File: config.mk
export PLATFORM = sky130hd
export DESIGN_NAME = comp_divider
export DESIGN_NICKNAME = d
export VERILOG_FILES = /design/src/rtl/comp_divider.sv
export SDC_FILE = /design/constraint.sdc
export NUM_CORES = 1
export LEC_CHECK = 0
export BUFFER_PORTS_ARGS = -buffer_cell sky130_fd_sc_hd__buf_2
export CELL_PAD_IN_SITES_DETAIL_PLACEMENT = 0
export CELL_PAD_IN_SITES_GLOBAL_PLACEMENT = 1
export CORE_MARGIN = 4
export CORE_UTILIZATION = 41
export CTS_CLUSTER_SIZE = 12
export DETAILED_ROUTE_END_ITERATION = 10
export PLACE_DENSITY_LB_ADDON = 0.08
export RECOVER_POWER = 50
export SLEW_MARGIN = 20
export SYNTH_ARGS = -nofsm -noshare
export SYNTH_HDL_FRONTEND = slang
export SYNTH_SLANG_ARGS = --single-unit
File: constraint.sdc
create_clock -name clk -period 3.1 [get_ports clk]
set_clock_uncertainty 0.1 [all_clocks]
set_input_delay 0.62 -clock clk [delete_from_list [all_inputs] [get_ports clk]]
set_output_delay 0.62 -clock clk [all_outputs]
set_load 0.05 [all_outputs]
File: src/rtl/comp_divider.sv
// Sequential unsigned restoring divider: one quotient bit per clock, WIDTH
// iterations per operation, with divide-by-zero short-circuited at start.
module comp_divider #(
    parameter int unsigned WIDTH = 32
) (
    input  logic             clk,
    input  logic             Rst_n,
    input  logic             Run,
    input  logic [WIDTH-1:0] Dvdend,
    input  logic [WIDTH-1:0] Dvsor,
    output logic [WIDTH-1:0] Quot,
    output logic [WIDTH-1:0] Rem,
    output logic             Rdy,
    output logic             DivZero
);

    typedef enum logic [1:0] {
        IDLE,
        CALC,
        DONE
    } state_t;

    state_t           state;
    logic [WIDTH-1:0] r_q;
    logic [WIDTH-1:0] q_q;
    logic [WIDTH-1:0] d_q;
    logic [5:0]       count;

    logic [WIDTH:0]   t;
    logic [WIDTH+1:0] s;
    logic             borrow;

    // T keeps the bit shifted out of R so a remainder >= 2^(WIDTH-1) still compares correctly.
    always_comb begin
        t      = {r_q, q_q[WIDTH-1]};
        s      = {1'b0, t} - {2'b00, d_q};
        borrow = s[WIDTH+1];
    end

    always_ff @(posedge clk or negedge Rst_n) begin
        if (!Rst_n) begin
            state   <= IDLE;
            count   <= '0;
            r_q     <= '0;
            q_q     <= '0;
            d_q     <= '0;
            Rdy     <= 1'b0;
            DivZero <= 1'b0;
        end else begin
            case (state)
                IDLE, DONE: begin
                    if (Run) begin
                        d_q <= Dvsor;
                        if (Dvsor != '0) begin
                            r_q     <= '0;
                            q_q     <= Dvdend;
                            count   <= '0;
                            Rdy     <= 1'b0;
                            DivZero <= 1'b0;
                            state   <= CALC;
                        end else begin
                            r_q     <= Dvdend;
                            q_q     <= '1;
                            Rdy     <= 1'b1;
                            DivZero <= 1'b1;
                            state   <= DONE;
                        end
                    end
                end
                CALC: begin
                    if (!borrow) begin
                        r_q <= s[WIDTH-1:0];
                        q_q <= {q_q[WIDTH-2:0], 1'b1};
                    end else begin
                        r_q <= t[WIDTH-1:0];
                        q_q <= {q_q[WIDTH-2:0], 1'b0};
                    end
                    count <= count + 6'd1;
                    if (count == 6'(WIDTH - 1)) begin
                        Rdy   <= 1'b1;
                        state <= DONE;
                    end
                end
                default: state <= IDLE;
            endcase
        end
    end

    assign Quot = q_q;
    assign Rem  = r_q;

endmodule
## Word level (Yosys, flattened, before mapping)

Index checks and enable logic that the tools add are counted.

| word-level totals | value |
|---|---|
| bits in registers | 106 |
| bits of input ports | 67 |
| word-level logic and storage cells | 43 |

| cells by class | value |
|---|---|
| add/sub/neg operators | 2 |
| equal/unequal tests | 6 |
| multiplexer cells | 19 |
| reductions and logical operators | 9 |

Operators with widths:

| kind | number |
|---|---|
| 32-bit 2-to-1 mux | 5 |
| 32-bit one-hot mux with 2 select lines | 2 |
| 33-bit by 32-bit subtractor with 34-bit output | 1 |
| 32-bit nonzero test | 1 |
| 6-bit 2-to-1 mux | 2 |
| 6-bit one-hot mux with 2 select lines | 1 |
| 6-bit by 1-bit adder with 6-bit output (second input constant) | 1 |
| 6-bit by 5-bit == test with 1-bit output (second input constant) | 1 |
| 2-bit 2-to-1 mux | 3 |
| 2-bit inequality test (second input constant) | 3 |
| 2-bit AND reduction | 3 |
| 3-bit AND reduction | 2 |
| 1-bit 2-to-1 mux | 4 |
| 2-bit one-hot mux with 2 select lines | 1 |
| 2-bit by 1-bit == test with 1-bit output (second input constant) | 1 |
| 2-bit == test (second input constant) | 1 |
| 2-bit zero test | 1 |
| 1-bit one-hot mux with 2 select lines | 1 |
| 2-bit nonzero test | 1 |
| 2-bit OR reduction | 1 |

## Logic depth before layout (Yosys ltp)

Gate-level depths: netlist of run 1.

| depth | value |
|---|---|
| depth after elaboration | 4 |
| depth in mapped cells | 13 |
| mapped depth without buffers | 11 |

## Least setup slack after synthesis of run 1

No wires, ideal clock.

| timing | value |
|---|---|
| path kind | register to register |
| from | register r_q[27] (netlist: Rem[27]) |
| to | register r_q[17] (netlist: Rem[17]) |
| setup time | 134 ps |
| arrival time | 2801 ps |
| data required time | 2866 ps |
| path slack | 65 ps |
| cell stages (with the launch flop) | 11 |
| buffers on the path | 2 |
| period minus slack after synthesis | 3035 ps |
| cell sequence | dfrtp_1 ha_1 and4_4 nand2_2 or4_1 o211a_1 and3_1 buf_6 buf_6 a222oi_1 o21ai_1 |

| between the ends | value |
|---|---|
| cells in the longest elaborated chain, start to end | 3 |

Ends and longest elaborated chain:

| item | RTL line | source |
|---|---|---|
| start: declaration | 24 | `logic [WIDTH-1:0] r_q;` |
| start signal: assignment | 62 | `r_q <= Dvdend;` |
| start signal: assignment | 72 | `r_q <= s[WIDTH-1:0];` |
| start signal: assignment | 75 | `r_q <= t[WIDTH-1:0];` |
| 33-bit by 32-bit subtractor with 34-bit output | 36 | `s = {1'b0, t} - {2'b00, d_q};` |
| 32-bit 2-to-1 mux | 71 | `if (!borrow) begin` |
| 32-bit one-hot mux with 2 select lines | 50 | `case (state)` |

Every way passes these cells.
A chain may end at the register's enable or synchronous reset.

## Final worst setup path of run 1

| timing | value |
|---|---|
| from | register r_q[24] (netlist: Rem[24]) |
| to | register r_q[24] (netlist: Rem[24]) |

Same word-level chain as after synthesis.

==> results of run 1 <==
layout by cell type (no fill, tap or decap), drive strengths merged, types with 12 or more instances in the layout:
cell,Yosys,routed
ha,33,33
a21o,12,12
buf,10,170
inv,37,40
nand2,110,110
xor2,17,17
o31ai,35,35
o21ai,77,77
dfrtp,106,106
clkbuf,34,14
nor3,39,39
a221oi,13,13
a21oi,47,47
nor2,70,70
layer usage:
layer / vias to the layer above / GRT usage / wire length (um)
li1: 3076 / - / -
met1: 3120 / 0.332 / 9750
met2: 230 / 0.394 / 10300
met3: 32 / 0.0338 / 1210
met4: 0 / 0.0786 / 523
met5: - / 0 / 0
cells by family (layout without fill, tap and decap cells):
| kind of cell | after synthesis | in the layout | share of synthesized area |
|---|---|---|---|
| flops | 106 | 106 | 0.407 |
| xor+xnor | 26 | 26 | 0.0349 |
| compound gates | 243 | 243 | 0.241 |
| buf+inv | 81 | 227 | 0.0506 |
| mux | 3 | 3 | 0.00480 |
| simple gates | 281 | 281 | 0.195 |
| fa+ha+maj | 34 | 34 | 0.0664 |
repair_timing:
action | in CTS | in global routing
cloned | 0 | 0
setup endpoints to repair | 3 | 28
resized for setup | 5 | 11
buffers inserted | 0 | 2
hold endpoints to repair | 0 | 0
pin swaps | 2 | 6
through the flow:
step                      worst slack, ns   util  hold slack (ns)
after floorplan                    0.0653      -            0.224
after global placement             -0.159  0.497            0.367
after detailed placement           -0.175  0.497            0.381
after CTS                         0.00509  0.518            0.188
after global routing               0.0101  0.520            0.373
final                              0.0859  0.520            0.379
final cells by class:
cell class	count	area, um2
clock inverter	6	68.8
tap	211	264
sequential	106	2650
multi-input combinational	587	3630
fill	1505	7380
timing repair buffer	174	997
inverter	37	139
clock buffer	10	239
path summary, 6_finish.rpt:
kind,end,slack [ns],cells past startpoint,start
min in group clk,d_q[22],0.38,3,Dvsor[22]
max,Rem[24],0.09,9,Rem[24]
max reg2reg,Rem[24],0.09,9,Rem[24]
max in group asynchronous,Rem[31],0.91,2,Rst_n
min reg2reg,d_q[0],0.39,2,d_q[0]
min,Quot[8],0.38,1,Rst_n
state kept, by name, indices dropped and copies added (netlist names):
register  flops
d_q          32
Quot         32
state         2
count         6
Rdy           1
Rem          32
DivZero       1
==> impl_results.md, run 1 <==
* Syn nets at 875
* Hold Buf Count CTS at 0
* Synth top area share at 0.407
* Total clock sinks at 106
* Crit path buffers/inverters at 1
* Initial antenna violation count at 0
* Wire length per cell at 19.3 um
* Worst min path class: input port to asynchronous set/reset pin
* Final wirelength at 21800 um
* CTS clk-pin slew, worst paths at 0.08 ns
* Dpl cells at 1113
* Clk buf depth at 2
* GRT Util Overall at 0.241
* Fin crit share at 0.972
* Layout area overhead at 22.5%
* Share of cells above drive strength 1 at 0.232
* Critical path launch point type: flip-flop
* Diodes inserted at 0
* Setup tns final at 0 ns
* CP max-delay cell: or4_1
* Critical Path AT at 3.13 ns
* Post-synth EDFFs at 0
* Drt initial violations at 517
* CP Cell Sequence: ha_1, and4_4, nand2_2, or4_1, o211a_1, and3_1, buf_4, a221oi_1, o21ai_1
* Critical path class: flip-flop to flip-flop
* Fin. max-slew vios at 97
* Non-filler cells, final at 1131
* Gp weighted congestion at 0.876
* Initial core utilization at 0.424
* Clock buffer count from CTS at 9
* Post-layout min period at 3.01 ns
* Avg Cell Area, Syn at 8.43 um2
* Failing checks: capacitance limit, slew limit
* Antenna-violating nets left at 0
* CTS tree: yes
* Slew of the pin with the lowest slew margin at 1.81 ns
* Maximum clock rate at 332 MHz
* Via count at 6458
* Vias per cell at 5.71
* YS warnings at 0
* Port Buf Inserts at 132
* CORE AREA at 15400 um2
* H-tree depth at 3
* Grt total ovfl at 0
* #FFs+latches synth at 106
* Commonest cells post-synth: 107 x nand2_1, 106 x dfrtp_1, 70 x nor2_1, 60 x o21ai_0, 46 x a21oi_1
* Final Hold Violating Endpoints at 0
* Max-Cap Viols at 1
* Synth Flop Type: dfrtp_1
* Largest net degree at the start of global routing at 97
* Global-route wire length before repair at 34200 um
* Syn Inst Count at 774
* Die Wd at 134 um
* Asr flop ratio synth at 1.00
* Synth top area cells: dfrtp_1 41%, ha_1 6.3%, nand2_1 6.2%, o21ai_0 4.6%, nor2_1 4.0%
* Cell variety after synth at 55
* Clock Latency Late Sink at 0.36 ns
* Nets at 1016
* Delay-heaviest family, CP: simple AND/OR/NAND/NOR gates
* Slew headroom at -0.206
* WP data required at 3.22 ns
* Placed cell area at 7630 um2
* Cell with the most instances after synthesis: nand2_1
* Finished Cell Area at 7990 um2
* Root Buffer: clkbuf_16
* CP Max Fanout at 17
* Die ar. at 18000 um2
* DRC viols at 0
* IO Count at 133
* Largest area contributor in the netlist: dfrtp_1
* Detail Placement HPWL at 16400 um
* Number of global-route vias before repair at 6305
* First-pass DRT Iterations at 7
* Die H at 134 um
* RSZ-0062 raised after global routing: no
* Status: complete, but fails checks
* Rows at 45
* Mapped cell area at 6520 um2
* Final setup vio count at 0
* CP peak stage delay at 0.51 ns
* Register area share after synthesis at 0.407
* Element type at the critical path end: flip-flop
Power of run 1 is not shown: default switching activity piles up to over one toggle a cycle in this logic, so the estimate is an artifact.
==> inputs of run 2 (changes only) <==
Settings changed: CAP_MARGIN set to 20, PLACE_DENSITY set to 0.87, PLACE_DENSITY_LB_ADDON 0.08 to unset, RECOVER_POWER 50 to 100.
==> impl_results.md, run 2 (same netlist as run 1, synthesis figures left out) <==
* Commonest non-fill, non-tap cell in the layout: nand2_1
* Final wirelength at 21000 um
* Maximum clock rate at 335 MHz
* Root Buffer: clkbuf_16
* Status: complete, but fails checks
* CP Max Fanout at 4
* Initial antenna violation count at 1
* Nets at 1020
* R2R Path Start: Rem[2]
* Setup slack, reg-to-reg at 0.12 ns
* Placed cell area at 7660 um2
* Die H at 134 um
* Hold Buf Count CTS at 0
* Port Buf Inserts at 132
* Min-delay src: Dvsor[30]
* Total clock sinks at 106
* Final setup vio count at 0
* Drt initial violations at 490
* Final Hold Violating Endpoints at 0
* Via count at 6501
* First-pass DRT Iterations at 5
* Critical Path AT at 3.13 ns
* Detail Placement HPWL at 15800 um
* Largest net degree at the start of global routing at 97
* CORE AREA at 15400 um2
* Gp weighted congestion at 0.889
* Global-route wire length before repair at 32800 um
* CTS clk-pin slew, worst paths at 0.08 ns
* Clk buf depth at 2
* Reg2Reg Depth at 9
* DRC viols at 0
* Slew of the pin with the lowest slew margin at 2.37 ns
* Post-layout min period at 2.98 ns
* Diodes inserted at 0
* IO Count at 133
* Critical path launch point type: flip-flop
* Die ar. at 18000 um2
* Clock buffer count from CTS at 9
* Vias per cell at 5.73
* Slew headroom at -0.583
* CTS tree: yes
* Fin crit share at 0.962
* Fin. max-slew vios at 138
* WP data required at 3.25 ns
* Clock Latency Late Sink at 0.36 ns
* Element type at the critical path end: flip-flop
* Wire length per cell at 18.5 um
* WHS Path Cells at 3
* Reg2reg end: Rem[29]
* Antenna-violating nets left at 0
* Worst min path class: input port to flip-flop
* Finished Cell Area at 7900 um2
* Leading cell types in the layout, fill and taps excluded: 107 x nand2_1, 106 x dfrtp_1, 69 x nor2_1, 69 x clkbuf_1, 65 x buf_2
* Critical path class: flip-flop to flip-flop
* Die Wd at 134 um
* GRT Util Overall at 0.229
* H-tree depth at 3
* Failing checks: capacitance limit, slew limit
* Initial core utilization at 0.424
* Share of cells above drive strength 1 at 0.157
* Layout area overhead at 21.1%
* Worst hold path endpoint: d_q[30]
* Fillcell total at 1520
* Max-Cap Viols at 2
* Rows at 45
* Grt total ovfl at 0
* Number of global-route vias before repair at 6149
[run 2: cell types whose count changed in the layout (fill, tap and decap cells not counted), moves of 2 or more]
cell,delta
clkbuf_1,+68
buf_4,+2
o21ai_1,-3
clkinv_4,+2
buf_2,-65
o21ai_0,+2
[run 2: worst max-delay path by stage]
| stage | end | cells after the start | slack [ns] | start |
|---|---|---|---|---|
| 2_1_floorplan | Rem[17] | 10 | 0.07 | Rem[27] |
| 3_3_place_gp | Rem[20] | 11 | 0.13 | Quot[31] |
| 3_5_place_dp | Rem[30] | 9 | 0.04 | Rem[11] |
| 4_1_cts | Rem[30] | 9 | 0.03 | Rem[11] |
| 5_1_grt | Rem[20] | 11 | -0.009 | Quot[31] |
| 6_report | Rem[29] | 9 | 0.12 | Rem[2] |
[run 2: metrics by stage]
stage	setup slack (ns)	util	hold slack, ns	setup TNS (ns)	cells
3_3_place_gp	0.133	0.499	0.372	0	1117
6_report	0.117	0.514	0.374	0	1135
3_5_place_dp	0.0381	0.499	0.384	0	1117
4_1_cts	0.0262	0.520	0.158	0	1133
5_1_grt	-0.00932	0.514	0.370	-0.00932	1135
2_1_floorplan	0.0653	-	0.224	0	774
[run 2: critical path, cell delays in order (launching register included)]
cell and delay [ns]:
dfrtp_1 0.43, ha_1 0.36, and2_1 0.19, a221o_1 0.33, o211ai_1 0.34, a211oi_1 0.21, nor4_1 0.32, nor2_1 0.11
xnor2_1 0.15, a221o_1 0.32
[run 2: what timing repair did]
action | 4_1_cts | 5_1_grt
resized for setup | 0 | 13
setup buffers | 0 | 2
hold endpoints to repair | 0 | 0
setup endpoints to repair | 0 | 25
[run 2: cell type report]
type / instances / area [um2] / share of cell area
Sequential cell: 106 / 2650 / 0.336
Multi-Input combinational cell: 587 / 3590 / 0.455
Timing Repair Buffer: 178 / 926 / 0.117
Clock buffer: 9 / 225 / 0.0285
Tap cell: 211 / 264 / 0.0334
Inverter: 37 / 139 / 0.0176
Clock inverter: 7 / 100 / 0.0127
[run 2: metal layers]
metal	GRT usage	wire length (um)	part of all wire	vias up
met5	0	7	0.00033	-
met4	0.0594	523	0.025	2
met3	0.0559	1430	0.068	39
met2	0.373	9940	0.47	242
met1	0.309	9080	0.43	3127
li1	-	-	-	3091
Power of run 2 is left out for the same reason.
